<file path="src/rtl/pipeline_ctrl_pkg.sv">
// Shared definitions for the pipeline controller: FSM states and default memory timeout.
package pipeline_ctrl_pkg;

    typedef enum logic [1:0] {
        StRun     = 2'd0,
        StMemWait = 2'd1,
        StHalt    = 2'd2
    } state_e;

    localparam int unsigned MEM_TIMEOUT_DEFAULT = 255;
    // Wide enough for the largest legal MEM_TIMEOUT (255).
    localparam int unsigned WAIT_W = 8;

endpackage

</file>
<file path="src/rtl/sat_counter.sv">
// Saturating up-counter with synchronous clear that wins over increment.
module sat_counter #(
    parameter int unsigned W = 16
) (
    input  logic         clk,
    input  logic         rst,
    input  logic         inc,
    input  logic         clr,
    output logic [W-1:0] count
);

    always_ff @(posedge clk or posedge rst) begin
        if (rst) begin
            count <= '0;
        end else if (clr) begin
            count <= '0;
        end else if (inc && (count != '1)) begin
            count <= count + 1'b1;
        end
    end

endmodule

</file>
<file path="src/rtl/pipeline_controller.sv">
// Pipeline stall/flush controller: memory-wait freezes, branch flush, hazard bubble,
// memory-timeout halt and a saturating stall performance counter.
module pipeline_controller
    import pipeline_ctrl_pkg::*;
#(
    parameter int unsigned MEM_TIMEOUT = MEM_TIMEOUT_DEFAULT,
    parameter int unsigned PERF_W      = 16
) (
    input  logic              clk,
    input  logic              rst,
    input  logic              hazard_detected,
    input  logic              branch_taken,
    input  logic              mem_req,
    input  logic              mem_ready,
    input  logic              perf_clr,
    output logic              freeze_front,
    output logic              freeze_mid,
    output logic              freeze_back,
    output logic              flush_IF_ID,
    output logic              bubble_ID_EXE,
    output logic              halted,
    output logic [PERF_W-1:0] stall_count
);

    localparam logic [WAIT_W-1:0] TIMEOUT = WAIT_W'(MEM_TIMEOUT);

    state_e            state;
    logic [WAIT_W-1:0] wait_cnt;
    logic              mem_stall;
    logic              any_ctl;

    assign mem_stall = mem_req & ~mem_ready;

    // wait_cnt holds the number of consecutive stalled cycles seen so far.
    always_ff @(posedge clk or posedge rst) begin
        if (rst) begin
            state    <= StRun;
            wait_cnt <= '0;
        end else begin
            case (state)
                StRun: begin
                    if (mem_stall) begin
                        state    <= StMemWait;
                        wait_cnt <= WAIT_W'(1);
                    end
                end
                StMemWait: begin
                    if (!mem_stall) begin
                        state <= StRun;
                    end else if (wait_cnt == TIMEOUT) begin
                        state <= StHalt;
                    end else begin
                        wait_cnt <= wait_cnt + 1'b1;
                    end
                end
                StHalt: begin
                    state <= StHalt;
                end
                default: begin
                    state    <= StRun;
                    wait_cnt <= '0;
                end
            endcase
        end
    end

    always_comb begin
        freeze_front  = 1'b0;
        freeze_mid    = 1'b0;
        freeze_back   = 1'b0;
        flush_IF_ID   = 1'b0;
        bubble_ID_EXE = 1'b0;
        if ((state == StHalt) || mem_stall) begin
            freeze_front = 1'b1;
            freeze_mid   = 1'b1;
            freeze_back  = 1'b1;
        end else if (branch_taken) begin
            flush_IF_ID   = 1'b1;
            bubble_ID_EXE = 1'b1;
        end else if (hazard_detected) begin
            freeze_front  = 1'b1;
            bubble_ID_EXE = 1'b1;
        end
    end

    assign halted  = (state == StHalt);
    assign any_ctl = freeze_front | freeze_mid | freeze_back | flush_IF_ID | bubble_ID_EXE;

    sat_counter #(
        .W (PERF_W)
    ) u_stall_cnt (
        .clk   (clk),
        .rst   (rst),
        .inc   (any_ctl),
        .clr   (perf_clr),
        .count (stall_count)
    );

endmodule

</file>
<file path="config.mk">
export PLATFORM = sky130hd
export DESIGN_NAME = pipeline_controller
export DESIGN_NICKNAME = d
export VERILOG_FILES = /design/src/rtl/pipeline_ctrl_pkg.sv /design/src/rtl/sat_counter.sv /design/src/rtl/pipeline_controller.sv
export SDC_FILE = /design/constraint.sdc
export NUM_CORES = 1
export LEC_CHECK = 0
export CAP_MARGIN = 10
export CORE_ASPECT_RATIO = 1.2
export CORE_MARGIN = 4
export CORE_UTILIZATION = 40
export CTS_CLUSTER_DIAMETER = 100
export DETAILED_ROUTE_END_ITERATION = 6
export DONT_BUFFER_PORTS = 1
export PLACE_DENSITY = 0.58
export SLEW_MARGIN = 25
export SYNTH_ARGS = -nofsm -noshare
export SYNTH_HDL_FRONTEND = slang
export SYNTH_SLANG_ARGS = --single-unit
</file>
<file path="constraint.sdc">
create_clock -name clk -period 2.5 [get_ports clk]
set_clock_uncertainty 0.05 [all_clocks]
set_input_delay 0.375 -clock clk [delete_from_list [all_inputs] [get_ports clk]]
set_output_delay 0.375 -clock clk [all_outputs]
set_load 0.05 [all_outputs]
</file>
==> flow_metrics.py <==
metrics = {
    "die": {
        "die_w_um": 66.1,
        "dieArea_sq_mm": 0.00513,
        "core_area_sq_mm": 0.00391,
        "die_y_um": 77.7,
        "num_io_pins": 29,
        "rows": 25,
        "initial_core_util_pct": 41.4,
    },
    "yosys": {
        "ys_types": 42,
        "synth_xor_area_share_pct": 0,
        "synthFlopType": "dfrtp_1",
        "syn_nets": 192,
        "synth_common_cells": "26 x dfrtp_1, 17 x a21oi_1, 14 x nand2_1",
        "synth_edf_count": 0,
        "syn-cell-area_sq_mm": 0.00162,
        "ys_seq_area_share_pct": 40.2,
        "synth-compound-area-share_pct": 22.7,
        "yosys.cell_count.top_type": "dfrtp_1",
        "netlist.area_leader.share_pct": 40.2,
        "synth_top_cells_by_area": "dfrtp_1 40%, a21oi_1 5.3%, o31ai_1 4.2%",
        "synth.ff_latch_count": 26,
        "synthMuxAreaShare_pct": 0.696,
        "synth_top_family_by_area": "simple AND/OR/NAND/NOR gates",
        "async_flop_share_pct": 100,
        "yosysWarnings": 0,
        "synthAdderAreaFrac_pct": 1.55,
        "synthSimpleGateAreaFrac_pct": 29.6,
        "synth_area_per_cell_sq_um": 8.84,
        "syn_inst": 183,
        "yosysTopAreaCell": "dfrtp_1",
    },
    "timing": {
        "relSlewSlack_pct": 64.0,
        "hold_violations": 14,
        "max_freq_mhz": 478,
        "rsz0062_at_grt": "false",
        "fin_crit_ns": 2.09,
        "setup_viol": 0,
        "slew_viol_final": 0,
        "holdWs_ns": -0.00900,
        "period_share_pct": 83.6,
        "fin_setup_tns_ns": 0,
        "tightest_slew_ns": 0.538,
    },
    "route": {
        "drtIter0Drc": 125,
        "met3_wirelength_um": 220,
        "drc": 0,
        "top_layer_used": "met4",
        "wire_per_inst_um": 16.6,
        "routed-via-count": 1547,
        "ant_nets": 0,
        "wl_met1_um": 1690,
        "wl_met2_um": 2200,
        "dr.pass1.iters": 6,
        "via_per_inst": 6.16,
        "wl_um": 4160,
    },
    "finish": {
        "nNetsFinal": 207,
        "seq_area_sq_um": 651,
        "antennaDiodeCount": 0,
        "multi_input_area_sq_um": 883,
        "final_cells": 251,
        "syn_to_final_growth_pct": 12.8,
        "drive_gt1_share_pct": 13.7,
        "fillCellCount": 399,
    },
    "clock_network": {
        "cts_buffers": 3,
        "clk_latency_ns": 0.27,
        "clock-sinks": 26,
        "cts_resized": 0,
        "clkTransAtPathRegs_ns": 0.09,
        "postCtsSetupRepairBufs": 0,
        "htreeDepth": 1,
        "cts_tree": "yes",
        "root_buffer": "clkbuf_8",
        "clockBufferDepth": 2,
        "cts_hold_buffers": 0,
    },
    "power_and_ir_drop": {
        "intPower_mw": 0.619,
        "p_seq_share_pct": 54.6,
        "switching_share_pct": 28.1,
        "leakage_nw": 0.746,
        "power_density_mw_per_mm2": 472,
        "p_switching_mw": 0.242,
        "p_clk_share_pct": 31.5,
        "peakVddDrop_mv": 0.178,
        "comb_power_share_pct": 13.9,
    },
    "global_routing": {
        "grt_first_pass_wirelength_um": 7050,
        "grt_usage_pct": 17.2,
        "antenna_found_initial": 0,
        "grt_max_degree": 27,
        "grt_pass1_vias": 1519,
        "grt_overflow": 0,
    },
    "hold_path": {
        "holdCritPathClass": "input port to async pin",
    },
    "critical_path": {
        "cp.required_ns": 2.08,
        "path_max_fanout": 12,
        "critPathKind": "register to output pin",
        "r2r_cells": 4,
        "startpoint_type": "register",
        "end_kind": "output pin",
        "critPathArrivalTime_ns": 1.67,
    },
    "place": {
        "io_buffers": 0,
        "dpl.cell_count": 247,
        "place_congestion": 0.885,
        "dpl.hpwl_um": 3170,
    },
    "status": {
        "status": "complete, but fails checks",
        "violations": "negative hold slack",
    },
    "run": {
        "maxCapViolCount": 0,
    },
}
per-layer routing:
| layer | track usage [%] | vias to the layer above |
|---|---|---|
| met2 | 31.5 | 42 |
| met4 | 4.88 | 0 |
| met5 | 0 | - |
| met1 | 19.6 | 760 |
| li1 | - | 739 |
| met3 | 3.62 | 6 |
area by class of cell:
cell class                 count  share of cell area (%)
timing repair buffer          20                    8.22
multi-input combinational    142                    48.4
tap                           54                    3.70
inverter                       5                    1.03
clock buffer                   4                    3.02
sequential                    26                    35.6
worst max-delay path: stages (launching register included):
cell	delay, ns
dfrtp_1	0.50
nand2b_1	0.34
and3_1	0.55
power groups by stage:
| stage | Clock [mW] | Sequential [mW] | Combinational (mW) |
|---|---|---|---|
| 4_1_cts | 0.278 | 0.470 | 0.121 |
| 5_1_grt | 0.298 | 0.475 | 0.133 |
| 2_1_floorplan | 0 | 0.487 | 0.0829 |
| 3_3_place_gp | 0 | 0.476 | 0.119 |
| 6_report | 0.271 | 0.471 | 0.119 |
| 3_5_place_dp | 0 | 0.479 | 0.121 |
path summary, 6_finish.rpt:
path | start | end | slack (ns)
max | state[1]$_DFFE_PP0P_ | flush_IF_ID | 0.41
min | rst | u_stall_cnt.count[13]$_DFFE_PP0P_ | -0.009
max reg2reg | state[1]$_DFFE_PP0P_ | u_stall_cnt.count[5]$_DFFE_PP0P_ | 0.44
min reg2reg | wait_cnt[1]$_DFFE_PP0P_ | wait_cnt[1]$_DFFE_PP0P_ | 0.52
max in group asynchronous | rst | u_stall_cnt.count[2]$_DFFE_PP0P_ | 2.15
min in group clk | perf_clr | u_stall_cnt.count[13]$_DFFE_PP0P_ | 0.10
stage by stage:
stage | util, % | power, mW | hold slack [ns] | cell area, sq um | setup slack [ns]
2_1_floorplan | - | 0.570 | 0.365 | 1620 | 0.209
3_3_place_gp | 45.3 | 0.595 | 0.299 | 1770 | 0.521
3_5_place_dp | 45.3 | 0.599 | 0.299 | 1770 | 0.450
4_1_cts | 46.7 | 0.869 | 0.00271 | 1830 | 0.401
5_1_grt | 46.7 | 0.907 | 0.0113 | 1830 | 0.299
6_report | 46.7 | 0.861 | -0.00900 | 1830 | 0.409
layout by cell type, fill, tap and decap left out, types with 2 or more instances in the layout:
cell      count
nand3b_1      2
and2_1        2
nand3_1      13
nor2b_1       3
a21oi_1      17
a31oi_1       3
nand4_1       4
buf_4        20
and3_1        7
nand4b_1      2
nor3_1        5
o21ai_0       9
o31ai_1       9
nand2b_1      3
nand2_1      14
inv_1         5
o311ai_0      3
or3_1         3
and4_1        3
o41ai_1       3
or4_1         9
o211ai_1      5
clkbuf_8      4
ha_1          2
nor2_1        8
dfrtp_1      26
sequential cells by signal (all words and copies together) (netlist names):
signal / flops
u_stall_cnt.count: 16
wait_cnt: 8
state: 2
cell families (layout without fill, tap and decap cells):
logic type,Yosys count,after routing
AO/OA/AOI/OAI,56,56
adder cells (fa/ha/maj),2,2
buffers and inverters,15,29
flip-flops,26,26
multiplexers,1,1
AND/OR/NAND/NOR,83,83
Note: power is estimated with default switching activity, not from simulation.
